File: src/rtl/accum_sequencer.sv
// Control sequencer for an 8-bit accumulator datapath: turns one instruction at a
// time into registered load strobes, bus enables and completion/flag outputs.
module accum_sequencer #(
  parameter int OUT_HOLD = 1
) (
  input  logic       clk,
  input  logic       rst,
  input  logic       instr_valid,
  output logic       instr_ready,
  input  logic [2:0] opcode,
  input  logic       cf_i,
  input  logic       zf_i,
  output logic       nLa,
  output logic       nLb,
  output logic       Ea,
  output logic       Eu,
  output logic       sub,
  output logic       out_sel,
  output logic       busy,
  output logic       done,
  output logic       err,
  output logic       cf,
  output logic       zf
);

  localparam logic [2:0] OP_NOP = 3'b000;
  localparam logic [2:0] OP_LDA = 3'b001;
  localparam logic [2:0] OP_LDB = 3'b010;
  localparam logic [2:0] OP_ADD = 3'b011;
  localparam logic [2:0] OP_SUB = 3'b100;
  localparam logic [2:0] OP_OUT = 3'b101;

  // Out-of-range hold lengths collapse to a single OUT cycle.
  localparam int HOLD = (OUT_HOLD < 1 || OUT_HOLD > 15) ? 1 : OUT_HOLD;
  localparam logic [3:0] HOLD_LAST = 4'(HOLD - 1);

  typedef enum logic [2:0] {
    S_IDLE, S_WAIT, S_LOADA, S_LOADB, S_EXEC1, S_EXEC2, S_OUT, S_DONE_NOP
  } state_t;

  state_t     state_q, state_d;
  logic [3:0] cnt_q, cnt_d;
  logic [2:0] op_q, op_d;

  logic ready_q, nLa_q, nLb_q, Ea_q, Eu_q, sub_q, outSel_q, done_q, err_q, cf_q, zf_q;
  logic ready_d, nLa_d, nLb_d, Ea_d, Eu_d, sub_d, outSel_d, done_d, err_d;

  always_ff @(posedge clk) begin
    if (rst) begin
      state_q  <= S_IDLE;
      cnt_q    <= 4'd0;
      op_q     <= OP_NOP;
      ready_q  <= 1'b1;
      nLa_q    <= 1'b1;
      nLb_q    <= 1'b1;
      Ea_q     <= 1'b0;
      Eu_q     <= 1'b0;
      sub_q    <= 1'b0;
      outSel_q <= 1'b0;
      done_q   <= 1'b0;
      err_q    <= 1'b0;
      cf_q     <= 1'b0;
      zf_q     <= 1'b0;
    end else begin
      state_q  <= state_d;
      cnt_q    <= cnt_d;
      op_q     <= op_d;
      ready_q  <= ready_d;
      nLa_q    <= nLa_d;
      nLb_q    <= nLb_d;
      Ea_q     <= Ea_d;
      Eu_q     <= Eu_d;
      sub_q    <= sub_d;
      outSel_q <= outSel_d;
      done_q   <= done_d;
      err_q    <= err_d;
      // Flags follow the ALU result that is written back at the end of EXEC2.
      if (state_q == S_EXEC2) begin
        cf_q <= cf_i;
        zf_q <= zf_i;
      end
    end
  end

  always_comb begin
    state_d = state_q;
    cnt_d   = cnt_q;
    op_d    = op_q;
    unique case (state_q)
      S_IDLE: begin
        if (instr_valid) begin
          op_d = opcode;
          case (opcode)
            OP_LDA, OP_LDB, OP_ADD, OP_SUB: state_d = S_WAIT;
            OP_OUT: begin
              state_d = S_OUT;
              cnt_d   = HOLD_LAST;
            end
            default: state_d = S_DONE_NOP;
          endcase
        end
      end
      S_WAIT:     state_d = (op_q == OP_LDA) ? S_LOADA : S_LOADB;
      S_LOADA:    state_d = S_IDLE;
      S_LOADB:    state_d = (op_q == OP_ADD || op_q == OP_SUB) ? S_EXEC1 : S_IDLE;
      S_EXEC1:    state_d = S_EXEC2;
      S_EXEC2:    state_d = S_IDLE;
      S_OUT: begin
        if (cnt_q == 4'd0) state_d = S_IDLE;
        else               cnt_d   = cnt_q - 4'd1;
      end
      S_DONE_NOP: state_d = S_IDLE;
      default:    state_d = S_IDLE;
    endcase
  end

  // Decoding the next state lets every control output come straight from a flop.
  always_comb begin
    ready_d  = (state_d == S_IDLE);
    nLa_d    = !(state_d == S_LOADA || state_d == S_EXEC2);
    nLb_d    = !(state_d == S_LOADB);
    Eu_d     = (state_d == S_EXEC1 || state_d == S_EXEC2);
    sub_d    = Eu_d && (op_d == OP_SUB);
    Ea_d     = (state_d == S_OUT);
    outSel_d = (state_d == S_OUT);
    done_d   = (state_d == S_LOADA)
            || (state_d == S_LOADB && op_d == OP_LDB)
            || (state_d == S_EXEC2)
            || (state_d == S_OUT && cnt_d == 4'd0)
            || (state_d == S_DONE_NOP);
    err_d    = (state_d == S_DONE_NOP) && (op_d[2:1] == 2'b11);
  end

  assign instr_ready = ready_q;
  assign busy        = !ready_q;
  assign nLa         = nLa_q;
  assign nLb         = nLb_q;
  assign Ea          = Ea_q;
  assign Eu          = Eu_q;
  assign sub         = sub_q;
  assign out_sel     = outSel_q;
  assign done        = done_q;
  assign err         = err_q;
  assign cf          = cf_q;
  assign zf          = zf_q;

endmodule

File: config.mk
export PLATFORM = sky130hd
export DESIGN_NAME = accum_sequencer
export DESIGN_NICKNAME = d
export VERILOG_FILES = /design/src/rtl/accum_sequencer.sv
export SDC_FILE = /design/constraint.sdc
export NUM_CORES = 1
export LEC_CHECK = 0
export CORE_ASPECT_RATIO = 0.9
export CORE_UTILIZATION = 53
export CTS_BUF_LIST = sky130_fd_sc_hd__clkbuf_8
export CTS_CLUSTER_SIZE = 40
export DETAILED_ROUTE_END_ITERATION = 8
export GPL_TIMING_DRIVEN = 0
export PLACE_DENSITY = 0.91
export REMOVE_ABC_BUFFERS = 1
export SLEW_MARGIN = 0
export SYNTH_ARGS = -nofsm -noshare
export SYNTH_HDL_FRONTEND = slang
export SYNTH_SLANG_ARGS = --single-unit
File: constraint.sdc
create_clock -name clk -period 2.2 [get_ports clk]
set_input_delay 0.22 -clock clk [delete_from_list [all_inputs] [get_ports clk]]
set_output_delay 0.22 -clock clk [all_outputs]
set_load 0.1 [all_outputs]
==> impl_metrics.py, run 1 <==
metrics = {
    "status": {
        "status": "complete, no violations",
    },
    "route": {
        "routed_wl_mm": 2.25,
        "viasPerCell": 5.80,
        "drt-pass1-iter-count": 4,
        "antenna_left": 0,
        "vias": 888,
        "drt-initial-drc-count": 11,
        "drcViolationCount": 0,
        "wl_per_cell_um": 14.7,
    },
    "logic_synthesis": {
        "synth_edf_count": 0,
        "synth-seq-area-share_pct": 37.1,
        "netlist_instances": 111,
        "synth_warnings": 0,
        "synth_area_leaders": "dfxtp_1 37%, nor2_1 5.2%, mux2i_1 4.6%, inv_1 2.4%, a211oi_2 2.3%",
        "syn_area_um2": 1080,
        "synth.avg_cell_area_um2": 9.73,
        "yosys.area.top_type": "dfxtp_1",
        "synth_ff_type": "dfxtp_1",
        "synthArstFlopShare_pct": 0,
        "yosysTopAreaCellShare_pct": 37.1,
        "synth_cell_types": 46,
        "ys_seq_elements": 20,
    },
    "setup_path": {
        "critPathBufInv": 1,
        "critPathMaxFanout": 2,
        "crit_path_cell_trace": "clkdlybuf4s50_1",
        "critPathLaunchType": "flip-flop",
        "crit_type": "reg2out",
        "ff2ff_setup_slack_ns": 0.25,
        "critPathSlowestCell": "clkdlybuf4s50_1",
        "critPathMaxStageDelay_ns": 1.16,
        "arrival_ns": 1.77,
        "crit_family": "buffers and inverters",
        "cp-end-kind": "output port",
        "required_ns": 1.98,
    },
    "clock_tree": {
        "cts.reportedPaths.clkPinSlew_ns": 0.07,
        "cts_resized": 0,
        "hold_buffers": 0,
        "post_cts_buffers": 0,
        "cts_buffer_depth": 2,
        "cts_tree": "built",
        "clock_sinks": 20,
        "cts_buffers": 3,
        "clkLatencyLatePin_ns": 0.26,
        "htreeDepth": 1,
        "cts-root-buf": "clkbuf_8",
    },
    "flow_run": {
        "max_cap_violations": 0,
    },
    "cells_and_area": {
        "layout_commonest_cell": "dfxtp_1",
        "final_cell_mix": "20 x dfxtp_1, 19 x clkdlybuf4s50_1, 15 x nor2_1, 7 x inv_1",
        "instances_no_fill": 153,
        "layout-drive-gt1-share_pct": 16.4,
        "diodes": 0,
        "stdcell_area_um2": 1290,
        "num-nets-final": 138,
        "syn_to_final_growth_pct": 19.9,
        "utilization_pct": 67.6,
        "n_fill_cell": 136,
    },
    "sta": {
        "fin_setup_tns_ns": 0,
        "drv_slew": 0,
        "clock_skew_ns": 0.00347,
        "rsz0062_at_grt": "false",
        "worst_slew_pin_slew_ns": 0.992,
        "setup_viol": 0,
        "layout_setup_ws_ns": 0.211,
        "fmax_ghz": 0.503,
        "period_needed_ns": 1.99,
        "hold_viol_final": 0,
        "period_share_pct": 90.4,
        "timing.hold.ws_ns": 0.512,
        "max-slew-margin-rel_pct": 33.7,
    },
    "power_and_ir_drop": {
        "power_mw": 1.04,
        "power_density_nw_per_um2": 803,
        "irDropWorstVdd_mv": 0.600,
        "p_leak_nw": 0.498,
    },
    "grt": {
        "grt_pass1_vias": 833,
        "antenna_found_initial": 0,
        "grt_max_degree": 20,
        "grt_overflow": 0,
        "grt_usage_pct": 22.6,
        "grt_first_pass_wirelength_mm": 3.66,
    },
    "floorplanning": {
        "core_area_um2": 1910,
        "die_y_um": 44.8,
        "dieArea_um2": 2220,
        "row_count": 15,
        "initial_utilization_pct": 56.4,
        "num_io_pins": 20,
        "chipWidth_um": 49.6,
    },
    "placed_design": {
        "place_ws_ns": 0.132,
        "gp_routability_congestion": 0.734,
        "hpwl_mm": 1.65,
        "placed_cell_area_um2": 1240,
        "dp.cells": 149,
        "port_buffers": 19,
    },
    "worst_hold_path": {
        "min_path_type": "reg2reg",
    },
}
## routing by layer
metal | wire (um) | GRT usage, %
met3 | 106 | 4.38
met5 | 0 | 0
met4 | 106 | 21.1
met1 | 976 | 26.1
met2 | 1060 | 35.9
## worst reg2reg max path, delay by kind of cell (launching register included)
| kind | cells | cell delay [ns] |
|---|---|---|
| multiplexers | 1 | 0.13 |
| AO/OA/AOI/OAI | 3 | 0.89 |
| flip-flops | 1 | 0.56 |
| AND/OR/NAND/NOR | 1 | 0.24 |
## synthesized netlist by cell type, drive strengths merged (2+ instances only)
| cell type | instances |
|---|---|
| mux2i | 5 |
| a211oi | 3 |
| nor3 | 2 |
| inv | 7 |
| nor2 | 17 |
| a21oi | 5 |
| nand3b | 4 |
| a31oi | 3 |
| dfxtp | 20 |
| o21ai | 3 |
| nand2b | 3 |
| buf | 5 |
| o41ai | 2 |
| a31o | 3 |
| nand2 | 4 |
| nand3 | 2 |
| nor4 | 2 |
| o21a | 2 |
## cell families (layout without fill, tap and decap cells)
family,after synthesis,in the layout,share of synthesized area (%)
simple gates,44,44,28.3
compound gates,28,28,20.7
flops,20,20,37.1
buf+inv,13,30,8.11
mux,5,5,4.64
fa+ha+maj,1,1,1.16
## layout make-up
cell class              count  area [um^2]  area share (%)
multi-input cells          78          592            45.7
inverters                   7         26.3            2.03
flip-flops and latches     20          400            30.9
well taps                  25         31.3            2.42
clock buffers               4         55.1            4.25
repair buffers             19          190            14.7
## power breakdown
part | switching [mW] | total (mW) | internal, mW | leakage [nW]
Clock | 0.121 | 0.281 | 0.159 | 0.0288
Combinational | 0.232 | 0.338 | 0.107 | 0.306
Sequential | 0.0332 | 0.421 | 0.388 | 0.163
## worst paths after layout
kind                              start  cells past startpoint         endpoint
setup / recovery     out_sel$_SDFF_PP0_                      1               Ea
hold / removal          zf$_SDFFE_PP0N_                      2  zf$_SDFFE_PP0N_
setup reg to reg  state_q[0]$_SDFF_PP0_                      5  done$_SDFF_PP0_
hold reg to reg         zf$_SDFFE_PP0N_                      2  zf$_SDFFE_PP0N_
## flip-flops by register name (all words and copies together), names as in the netlist
register     count
Eu               1
cf               1
cnt_q            4
done             1
err              1
instr_ready      1
nLa              1
nLb              1
op_q             3
out_sel          1
state_q          3
sub              1
zf               1
Note: power is estimated with default switching activity, not from simulation.
==> run 2: changes to the inputs <==
SLEW_MARGIN = 25   (was 0)
==> results of run 2 <==
No change in the layout: final DEF, timing and power equal those of run 1.
==> run 3: changes to the inputs <==
CTS_CLUSTER_SIZE = 12   (was 40)
==> results of run 3 <==
No change in the layout: final DEF, timing and power equal those of run 1.
